--- config.mk ---
export PLATFORM = sky130hd
export DESIGN_NAME = sid_pot_filter
export DESIGN_NICKNAME = d
export VERILOG_FILES = /design/src/rtl/sid_pkg.sv /design/src/rtl/sid_median3.sv /design/src/rtl/sid_pot_filter_chk.sv /design/src/rtl/sid_pot_filter.sv
export SDC_FILE = /design/constraint.sdc
export NUM_CORES = 1
export LEC_CHECK = 0
export BUFFER_PORTS_ARGS = -buffer_cell sky130_fd_sc_hd__buf_2
export CORE_UTILIZATION = 38
export DETAILED_ROUTE_END_ITERATION = 10
export GPL_TIMING_DRIVEN = 0
export PLACE_DENSITY = 0.56
export SKIP_CTS_REPAIR_TIMING = 1
export SLEW_MARGIN = 15
export SYNTH_ARGS = -nofsm -noshare
export SYNTH_HDL_FRONTEND = slang
export SYNTH_HIERARCHICAL = 1
export SYNTH_SLANG_ARGS = --single-unit
export TNS_END_PERCENT = 30
--- constraint.sdc ---
create_clock -name clk -period 6 [get_ports clk]
set_input_delay 0.3 -clock clk [delete_from_list [all_inputs] [get_ports clk]]
set_output_delay 0.3 -clock clk [all_outputs]
set_load 0.1 [all_outputs]
--- src/rtl/sid_pkg.sv ---
// Shared definitions for the SID paddle (POTX/POTY) conditioning path.
package sid_pkg;

    localparam int SID_POT_W      = 8;
    localparam int SID_POT_PERIOD = 512;

    // Filter sequencer: one sample walks IDLE -> MED -> IIR -> OUT.
    typedef enum logic [1:0] {
        IDLE = 2'd0,
        MED  = 2'd1,
        IIR  = 2'd2,
        OUT  = 2'd3
    } sid_pot_state_e;

    // Unsigned distance between two pot values.
    function automatic logic [SID_POT_W-1:0] pot_abs_diff(
        input logic [SID_POT_W-1:0] a,
        input logic [SID_POT_W-1:0] b
    );
        logic [SID_POT_W-1:0] r;
        if (a >= b) begin
            r = a - b;
        end else begin
            r = b - a;
        end
        return r;
    endfunction

endpackage

--- src/rtl/sid_median3.sv ---
// Combinational median of three 8-bit values, built from comparisons only.
// Ties return the repeated value.
module sid_median3
    import sid_pkg::*;
(
    input  logic [SID_POT_W-1:0] a_i,
    input  logic [SID_POT_W-1:0] b_i,
    input  logic [SID_POT_W-1:0] c_i,
    output logic [SID_POT_W-1:0] med_o
);

    logic [SID_POT_W-1:0] lo_ab_s;
    logic [SID_POT_W-1:0] hi_ab_s;
    logic [SID_POT_W-1:0] hi_c_s;

    // med = max(min(a,b), min(max(a,b), c))
    always_comb begin
        lo_ab_s = a_i;
        hi_ab_s = b_i;
        if (a_i <= b_i) begin
            lo_ab_s = a_i;
            hi_ab_s = b_i;
        end else begin
            lo_ab_s = b_i;
            hi_ab_s = a_i;
        end
        if (hi_ab_s <= c_i) begin
            hi_c_s = hi_ab_s;
        end else begin
            hi_c_s = c_i;
        end
        if (lo_ab_s >= hi_c_s) begin
            med_o = lo_ab_s;
        end else begin
            med_o = hi_c_s;
        end
    end

endmodule

--- src/rtl/sid_pot_filter_chk.sv ---
// Property checker for sid_pot_filter: sample ticks only land in IDLE and the
// accumulator never leaves the scaled 8-bit range.
module sid_pot_filter_chk
    import sid_pkg::*;
#(
    parameter int SHIFT = 2
) (
    input logic                       clk,
    input logic                       rstn,
    input logic                       tick_i,
    input sid_pot_state_e             state_i,
    input logic [SID_POT_W+SHIFT-1:0] acc_i
);

    localparam int                       AW      = SID_POT_W + SHIFT;
    localparam logic [AW-1:0]            ACC_MAX = AW'(255 << SHIFT);

    a_tick_in_idle: assert property (@(posedge clk) disable iff (!rstn)
        tick_i |-> (state_i == IDLE));

    a_acc_in_range: assert property (@(posedge clk) disable iff (!rstn)
        acc_i <= ACC_MAX);

endmodule

--- src/rtl/sid_pot_filter.sv ---
// Paddle value conditioner: periodic sampling, median-of-3 spike rejection,
// first-order IIR smoothing and output hysteresis with full-scale endpoints.
module sid_pot_filter
    import sid_pkg::*;
#(
    parameter int PERIOD = SID_POT_PERIOD,
    parameter int SHIFT  = 2,
    parameter int HYST   = 1
) (
    input  logic                 clk,
    input  logic                 rstn,
    input  logic                 clkEn,
    input  logic [SID_POT_W-1:0] iPotVal,
    output logic [SID_POT_W-1:0] oPotVal,
    output logic                 oUpdStb
);

    localparam int             TW        = (PERIOD > 1) ? $clog2(PERIOD) : 1;
    localparam logic [TW-1:0]  TIMER_END = TW'(PERIOD - 1);
    localparam int             AW        = SID_POT_W + SHIFT;
    localparam int             DW        = AW + 1;

    logic [TW-1:0]          timer_q;
    logic [TW-1:0]          timer_d;
    sid_pot_state_e         state_q;
    logic                   primed_q;
    logic [SID_POT_W-1:0]   tap0_q;
    logic [SID_POT_W-1:0]   tap1_q;
    logic [SID_POT_W-1:0]   tap2_q;
    logic [SID_POT_W-1:0]   med_q;
    logic [AW-1:0]          acc_q;
    logic [SID_POT_W-1:0]   pot_q;
    logic                   stb_q;

    logic                   tick_s;
    logic [SID_POT_W-1:0]   med_s;
    logic [DW-1:0]          med_ext_s;
    logic signed [DW-1:0]   diff_s;
    logic signed [DW-1:0]   step_s;
    logic [AW-1:0]          acc_iir_s;
    logic [SID_POT_W-1:0]   acc_int_s;
    logic [SID_POT_W-1:0]   dist_s;
    logic                   upd_s;

    sid_median3 u_median3 (
        .a_i   (tap0_q),
        .b_i   (tap1_q),
        .c_i   (tap2_q),
        .med_o (med_s)
    );

    // Sample timer advances on clkEn only and wraps every PERIOD ticks.
    always_comb begin
        timer_d = timer_q;
        if (clkEn) begin
            if (timer_q == TIMER_END) begin
                timer_d = '0;
            end else begin
                timer_d = timer_q + TW'(1);
            end
        end else begin
            timer_d = timer_q;
        end
    end

    assign tick_s = clkEn & (timer_q == TIMER_END);

    // IIR step: acc + ((med << SHIFT) - acc) >>> SHIFT. The floor shift means
    // an upward approach stalls once the gap is below 2^SHIFT LSBs, while a
    // downward approach always settles exactly on the target.
    always_comb begin
        med_ext_s = DW'(med_q) << SHIFT;
        diff_s    = $signed(med_ext_s) - $signed({1'b0, acc_q});
        step_s    = diff_s >>> SHIFT;
        acc_iir_s = acc_q + step_s[AW-1:0];
    end

    // Output update decision: first sample, hysteresis window, or endpoints.
    always_comb begin
        acc_int_s = acc_q[SHIFT +: SID_POT_W];
        dist_s    = pot_abs_diff(acc_int_s, pot_q);
        if (!primed_q) begin
            upd_s = 1'b1;
        end else if (dist_s > SID_POT_W'(HYST)) begin
            upd_s = 1'b1;
        end else if ((acc_int_s == 8'd0) && (pot_q != 8'd0)) begin
            upd_s = 1'b1;
        end else if ((acc_int_s == 8'd255) && (pot_q != 8'd255)) begin
            upd_s = 1'b1;
        end else begin
            upd_s = 1'b0;
        end
    end

    // Sequencer and filter datapath: one pipeline step per clk.
    always_ff @(posedge clk) begin
        if (!rstn) begin
            timer_q  <= '0;
            state_q  <= IDLE;
            primed_q <= 1'b0;
            tap0_q   <= 8'd0;
            tap1_q   <= 8'd0;
            tap2_q   <= 8'd0;
            med_q    <= 8'd0;
            acc_q    <= '0;
            pot_q    <= 8'd0;
            stb_q    <= 1'b0;
        end else begin
            timer_q <= timer_d;
            stb_q   <= 1'b0;
            case (state_q)
                IDLE: begin
                    if (tick_s) begin
                        if (primed_q) begin
                            tap0_q <= iPotVal;
                            tap1_q <= tap0_q;
                            tap2_q <= tap1_q;
                        end else begin
                            // First sample seeds the whole history so the
                            // output lands directly on the input.
                            tap0_q <= iPotVal;
                            tap1_q <= iPotVal;
                            tap2_q <= iPotVal;
                            acc_q  <= AW'(iPotVal) << SHIFT;
                        end
                        state_q <= MED;
                    end else begin
                        state_q <= IDLE;
                    end
                end
                MED: begin
                    med_q   <= med_s;
                    state_q <= IIR;
                end
                IIR: begin
                    if (primed_q) begin
                        acc_q <= acc_iir_s;
                    end else begin
                        acc_q <= acc_q;
                    end
                    state_q <= OUT;
                end
                OUT: begin
                    if (upd_s) begin
                        pot_q <= acc_int_s;
                        stb_q <= 1'b1;
                    end else begin
                        pot_q <= pot_q;
                    end
                    primed_q <= 1'b1;
                    state_q  <= IDLE;
                end
                default: begin
                    state_q <= IDLE;
                end
            endcase
        end
    end

    assign oPotVal = pot_q;
    assign oUpdStb = stb_q;

    sid_pot_filter_chk #(
        .SHIFT (SHIFT)
    ) u_chk (
        .clk     (clk),
        .rstn    (rstn),
        .tick_i  (tick_s),
        .state_i (state_q),
        .acc_i   (acc_q)
    );

endmodule
After elaboration in Yosys (flattened, before gate mapping)
Index checks and enable logic that the tools add are counted.
{"block": "totals", "out_inout_bits": 9, "input_bits": 11, "register_bits": 63}
{"block": "op_classes", "add_sub_neg": 5, "n_eq_ne": 9, "n_reduce_logical": 10, "muxes": 19, "bitwise_logic": 1, "n_lt_le_gt_ge": 5}
{"operator": "$mux 8", "n": 7}
{"operator": "$mux 10", "n": 3}
{"operator": "$pmux 10 s2", "n": 1}
{"operator": "$ge 8x8->1", "n": 2}
{"operator": "$le 8x8->1", "n": 2}
{"operator": "$sub 8x8->8", "n": 2}
{"operator": "$sub 10x10->11", "n": 1}
{"operator": "$add 10x10->10", "n": 1}
{"operator": "$add 9x1->9 const B", "n": 1}
{"operator": "$eq 9x9->1 const B", "n": 1}
{"operator": "$mux 9", "n": 1}
{"operator": "$eq 8x8->1 const B", "n": 1}
{"operator": "$gt 8x1->1 const B", "n": 1}
{"operator": "$logic_not 8->1", "n": 1}
{"operator": "$ne 8x8->1 const B", "n": 1}
{"operator": "$pmux 2 s4", "n": 1}
{"operator": "$reduce_bool 8->1", "n": 1}
{"operator": "$mux 1", "n": 6}
{"operator": "$ne 2x2->1 const B", "n": 3}
{"operator": "$reduce_and 2->1", "n": 3}
{"operator": "$eq 2x2->1 const B", "n": 2}
{"operator": "$reduce_and 4->1", "n": 1}
{"operator": "$eq 2x1->1 const B", "n": 1}
{"operator": "$logic_and 1x1->1", "n": 2}
{"operator": "other kinds (3)", "n": 3}

Depth between registers and ports, before layout
{"block": "logic_depth", "word_depth": 7, "depth_mapped": 25}

Cells and area by module
Netlist, hierarchy kept.
{"mod": "sid_pot_filter", "area_each_um2": 4205.3, "seq_area_each_um2": 1261.2, "n_inst": 1, "cells_per_inst": 505}
{"mod": "sid_median3", "area_each_um2": 1082.3, "seq_area_each_um2": 0.0, "n_inst": 1, "cells_per_inst": 146}

Worst setup path before layout
Ideal clock, no wire load.
{"block": "synth_timing", "path_type": "reg-to-reg", "from": "reg tap1_q[1]", "to": "reg med_q[0]", "t_required_ns": 5.935, "slack_ns": 1.188, "t_arrival_ns": 4.747, "setup_ns": 0.065, "path_buffers": 3, "synth_period_minus_slack_ns": 4.812, "stages_incl_launch_ff": 26, "cell_sequence": "dfxtp_1 -> inv_1 -> ha_1 -> nor2b_4 -> o211a_1 -> o21ba_1 -> buf_6 -> buf_8 -> o21a_1 -> or2_2 -> ha_1 -> nand4_1 -> or2_2 -> o21a_1 -> clkbuf_1 -> o31ai_1 -> inv_1 -> ha_1 -> nor2b_1 -> o21ai_0 -> a21oi_1 -> o21a_1 -> o21ai_2 -> mux2i_1 -> mux2i_1 -> nor2b_1"}
{"block": "synth_via", "elab_chain_cells": 6, "word_cells_on_any_way": 7, "classes_between": "3 x order compare; 4 x mux"}
{"element": "start: declaration", "line": "sid_pot_filter.sv:28", "text": "logic [SID_POT_W-1:0] tap1_q;"}
{"element": "start signal: assignment", "line": "sid_pot_filter.sv:116", "text": "tap1_q <= tap0_q;"}
{"element": "start signal: assignment", "line": "sid_pot_filter.sv:122", "text": "tap1_q <= iPotVal;"}
{"element": "$le 8x8->1", "line": "sid_median3.sv:20", "text": "if (a_i <= b_i) begin"}
{"element": "$mux 8", "line": "sid_median3.sv:20"}
{"element": "$le 8x8->1", "line": "sid_median3.sv:27", "text": "if (hi_ab_s <= c_i) begin"}
{"element": "$mux 8", "line": "sid_median3.sv:27"}
{"element": "$ge 8x8->1", "line": "sid_median3.sv:32", "text": "if (lo_ab_s >= hi_c_s) begin"}
{"element": "$mux 8 (*)", "line": "sid_median3.sv:32"}
{"element": "named net med_s[0]", "line": "sid_pot_filter.sv:36", "text": "logic [SID_POT_W-1:0] med_s;"}
{"element": "end signal: assignment", "line": "sid_pot_filter.sv:132", "text": "med_q <= med_s;"}
{"element": "end: declaration", "line": "sid_pot_filter.sv:30", "text": "logic [SID_POT_W-1:0] med_q;"}
The timed path passes the listed nets; every way through them passes the cells marked *.
A chain may end at the register's enable or synchronous reset.

Worst setup path in the final report
{"block": "layout_timing", "from": "reg tap1_q[1]", "to": "reg med_q[6]"}
Same word-level chain as after synthesis.

==> results.toml <==
[outcome]
status = "completed"

[detailed_routing]
drt_wl_total_um = 14000
vias = 4789
dr.pass1.iters = 5
met2WireLength_um = 6100
wl_met3_um = 647
drc = 0
m1WireLength_um = 6920
highest_layer = "met4"
antenna_left = 0
vias_per_cell = 5.56
drt_iter0_drc = 283
detail_route.wl_per_cell_um = 16.3

[timing]
finalSetupTns_ns = 0
relSlewSlack_pct = 45.2
setup_viol = 0
skew_ns = 0.00568
fin_crit_sh_pct = 93.2
grt_setup_unrepaired = "no"
worstMarginPinSlew_ns = 0.816
fmax_mhz = 179
maxSlewViolCount = 0
fin_crit_ns = 5.59
hold_viol_final = 0

[synthesis]
synth_nets = 727
synth_cells = 651
yosys-top-cells-area = "dfxtp_1 (24%), ha_1 (15%), mux2i_1 (7.0%)"
async_flop_share_pct = 0
yosysSeqAreaShare_pct = 23.9
synth_compound_area_share_pct = 21.7
avgSynthCellArea_um2 = 8.12
synth_xor_area_share_pct = 3.15
synth_top_area_share_pct = 23.9
synth_top_area_cell = "dfxtp_1"
synth-seq-cells = 63
synth_edf_count = 0
netlist_area_mm2 = 0.00529
synth.distinct_cells = 72
yosysWarnings = 6
synth-simple-area-share_pct = 21.7
synth_top_family_by_area = "compound AO/OA/AOI/OAI gates"
muxShareOfSynthArea_pct = 7.22
synth_flop_cell = "dfxtp_1"
yosys.area_share.adder_pct = 15.8

[clock_network]
clock_latency_ns = 0.34
cts.sinks = 63
clkTransAtPathRegs_ns = 0.06
cts_made_buffers = 9
cts_tree = "done"
ctsHtreeMaxLevel = 3
cts-root-buf = "clkbuf_16"
clockBufferDepth = 2

[floorplan]
ioPinCount = 20
core_region_area_mm2 = 0.0134
fp.dieW_um = 120
row_count = 42
dieArea_mm2 = 0.0144
initial_core_util_pct = 39.5
fp.dieH_um = 120

[setup_path]
r2r_slack_ns = 0.41
cp-start-kind = "register"
crit_fanout = 10
end_kind = "register"
critPathKind = "reg -> reg"
r2r_cells = 25
worst_r2r_endpoint = "med_q[6]"
arrival_ns = 5.87
reg2reg_from = "tap1_q[1]"
worstPathRequired_ns = 6.28

[worst_hold_path]
min-delay-path-class = "in -> reg"
min_from = "iPotVal[3]"
hold_path_depth = 3
hold_end = "tap0_q[3]"

[layout]
fin_area_mm2 = 0.00592
seqCellArea_mm2 = 0.00126
fill_cells = 1379
mostFrequentLayoutCells = "nand2_1 (85), dfxtp_1 (63), ha_1 (62), inv_1 (53), a21oi_1 (42)"
final_cells = 862
fin_nets = 757
mostFrequentLayoutCell = "nand2_1"
fin_util_pct = 44.2
antenna_cells = 0
areaGrowthSynthToFinish_pct = 12.0
layout-drive-gt1-share_pct = 9.91
multiInputGateArea_mm2 = 0.00368

[global_route]
grt_max_degree = 12
grt-ovfl-total = 0
grt_pass1_wl_um = 23500
grt_pass1_vias = 4769
antenna_found_initial = 0
track_usage_pct = 20.7

[placement]
placed_cell_area_mm2 = 0.00560
place_hpwl_um = 11000
dp_cells = 846
gp_congestion = 0.895
port_buffers = 19

[power]
switching_share_pct = 22.3
power.internal_uw = 775
clkPwrFrac_pct = 54.9
power_frac_seq_pct = 42.1
p_leak_nw = 2.67
combPwrFrac_pct = 3.0
power_density_mw_per_mm2 = 169
ir_drop_mv = 0.118
power.switching_uw = 222

[run]
drv_cap = 0
power groups by stage:
stage	Combinational, mW	Clock (mW)	Sequential [mW]
after floorplan	0.0167	0	0.429
final	0.0297	0.548	0.421
after global routing	0.0329	0.577	0.420
after detailed placement	0.0296	0	0.430
after CTS	0.0298	0.559	0.420
after global placement	0.0294	0	0.430
cells by family after synthesis:
kind of cell | after synthesis
simple gates | 226
xor+xnor | 19
buf+inv | 83
flops | 63
compound gates | 157
fa+ha+maj | 65
mux | 38
registers in the layout, indices dropped and copies added (netlist names):
| name | cells |
|---|---|
| timer_q | 9 |
| tap0_q | 8 |
| state_q | 2 |
| med_q | 8 |
| tap1_q | 8 |
| tap2_q | 8 |
| oUpdStb | 1 |
| primed_q | 1 |
| acc_q | 10 |
| oPotVal | 8 |
cell type report:
class,count,share of cell area (%)
buffer,29,2.49
clock buffer,12,4.33
clock inverter,4,0.909
inverter,54,3.42
multi-input combinational,505,62.2
sequential,63,21.3
tap,176,3.72
timing repair buffer,19,1.61
stage by stage:
stage / worst slack (ns) / hold WS [ns] / total power, mW
after floorplan: 1.19 / 0.445 / 0.446
after global routing: 0.0528 / 0.255 / 1.03
final: 0.409 / 0.232 / 0.998
after detailed placement: 0.379 / 0.486 / 0.459
after CTS: 0.340 / 0.228 / 1.01
after global placement: 0.535 / 0.482 / 0.459
how the worst max path moves through the flow:
| stage | startpoint | end | slack, ns |
|---|---|---|---|
| after floorplan | tap1_q[1] | med_q[0] | 1.19 |
| after global placement | tap1_q[1] | med_q[0] | 0.54 |
| after detailed placement | tap1_q[5] | med_q[6] | 0.38 |
| after CTS | tap1_q[1] | med_q[6] | 0.34 |
| after global routing | tap1_q[1] | med_q[2] | 0.05 |
| final | tap1_q[1] | med_q[6] | 0.41 |
cell usage after synthesis (6+ instances only):
| master | instances |
|---|---|
| nand2_1 | 85 |
| dfxtp_1 | 63 |
| ha_1 | 62 |
| inv_1 | 53 |
| a21oi_1 | 42 |
| mux2i_1 | 37 |
| nor2_1 | 25 |
| nor2b_1 | 25 |
| o21ai_0 | 21 |
| clkbuf_1 | 19 |
| o211a_1 | 17 |
| nand4_1 | 15 |
| nor3_1 | 15 |
| o21a_1 | 14 |
| a21boi_0 | 13 |
| nand3_1 | 13 |
| xor2_1 | 11 |
| or2_2 | 8 |
| xnor2_1 | 8 |
| and3_1 | 7 |
| or3_1 | 7 |
| o31ai_1 | 6 |
worst max-delay path, cell delays in order (launching register included):
cell      delay, ns
dfxtp_1        0.39
inv_1          0.09
ha_1           0.31
nor2b_4        0.13
o211a_1        0.21
o21ba_1        0.19
buf_6          0.14
buf_8          0.13
o21a_1         0.19
or2_2          0.30
ha_1           0.30
nand4_1        0.13
or2_2          0.31
o21a_1         0.20
clkbuf_1       0.26
o31ai_1        0.43
inv_1          0.09
ha_1           0.28
nor2b_1        0.04
o21ai_0        0.18
a21oi_1        0.11
o21a_1         0.21
o21ai_4        0.36
mux2i_1        0.29
mux2i_1        0.12
nor2b_1        0.12
metal layers:
layer | vias to the layer above | track usage, %
met5 | - | 0
met4 | 0 | 9.06
met3 | 26 | 3.75
met2 | 108 | 31.5
met1 | 2281 | 28.5
li1 | 2374 | -
Power figures use the tool's default switching activity.
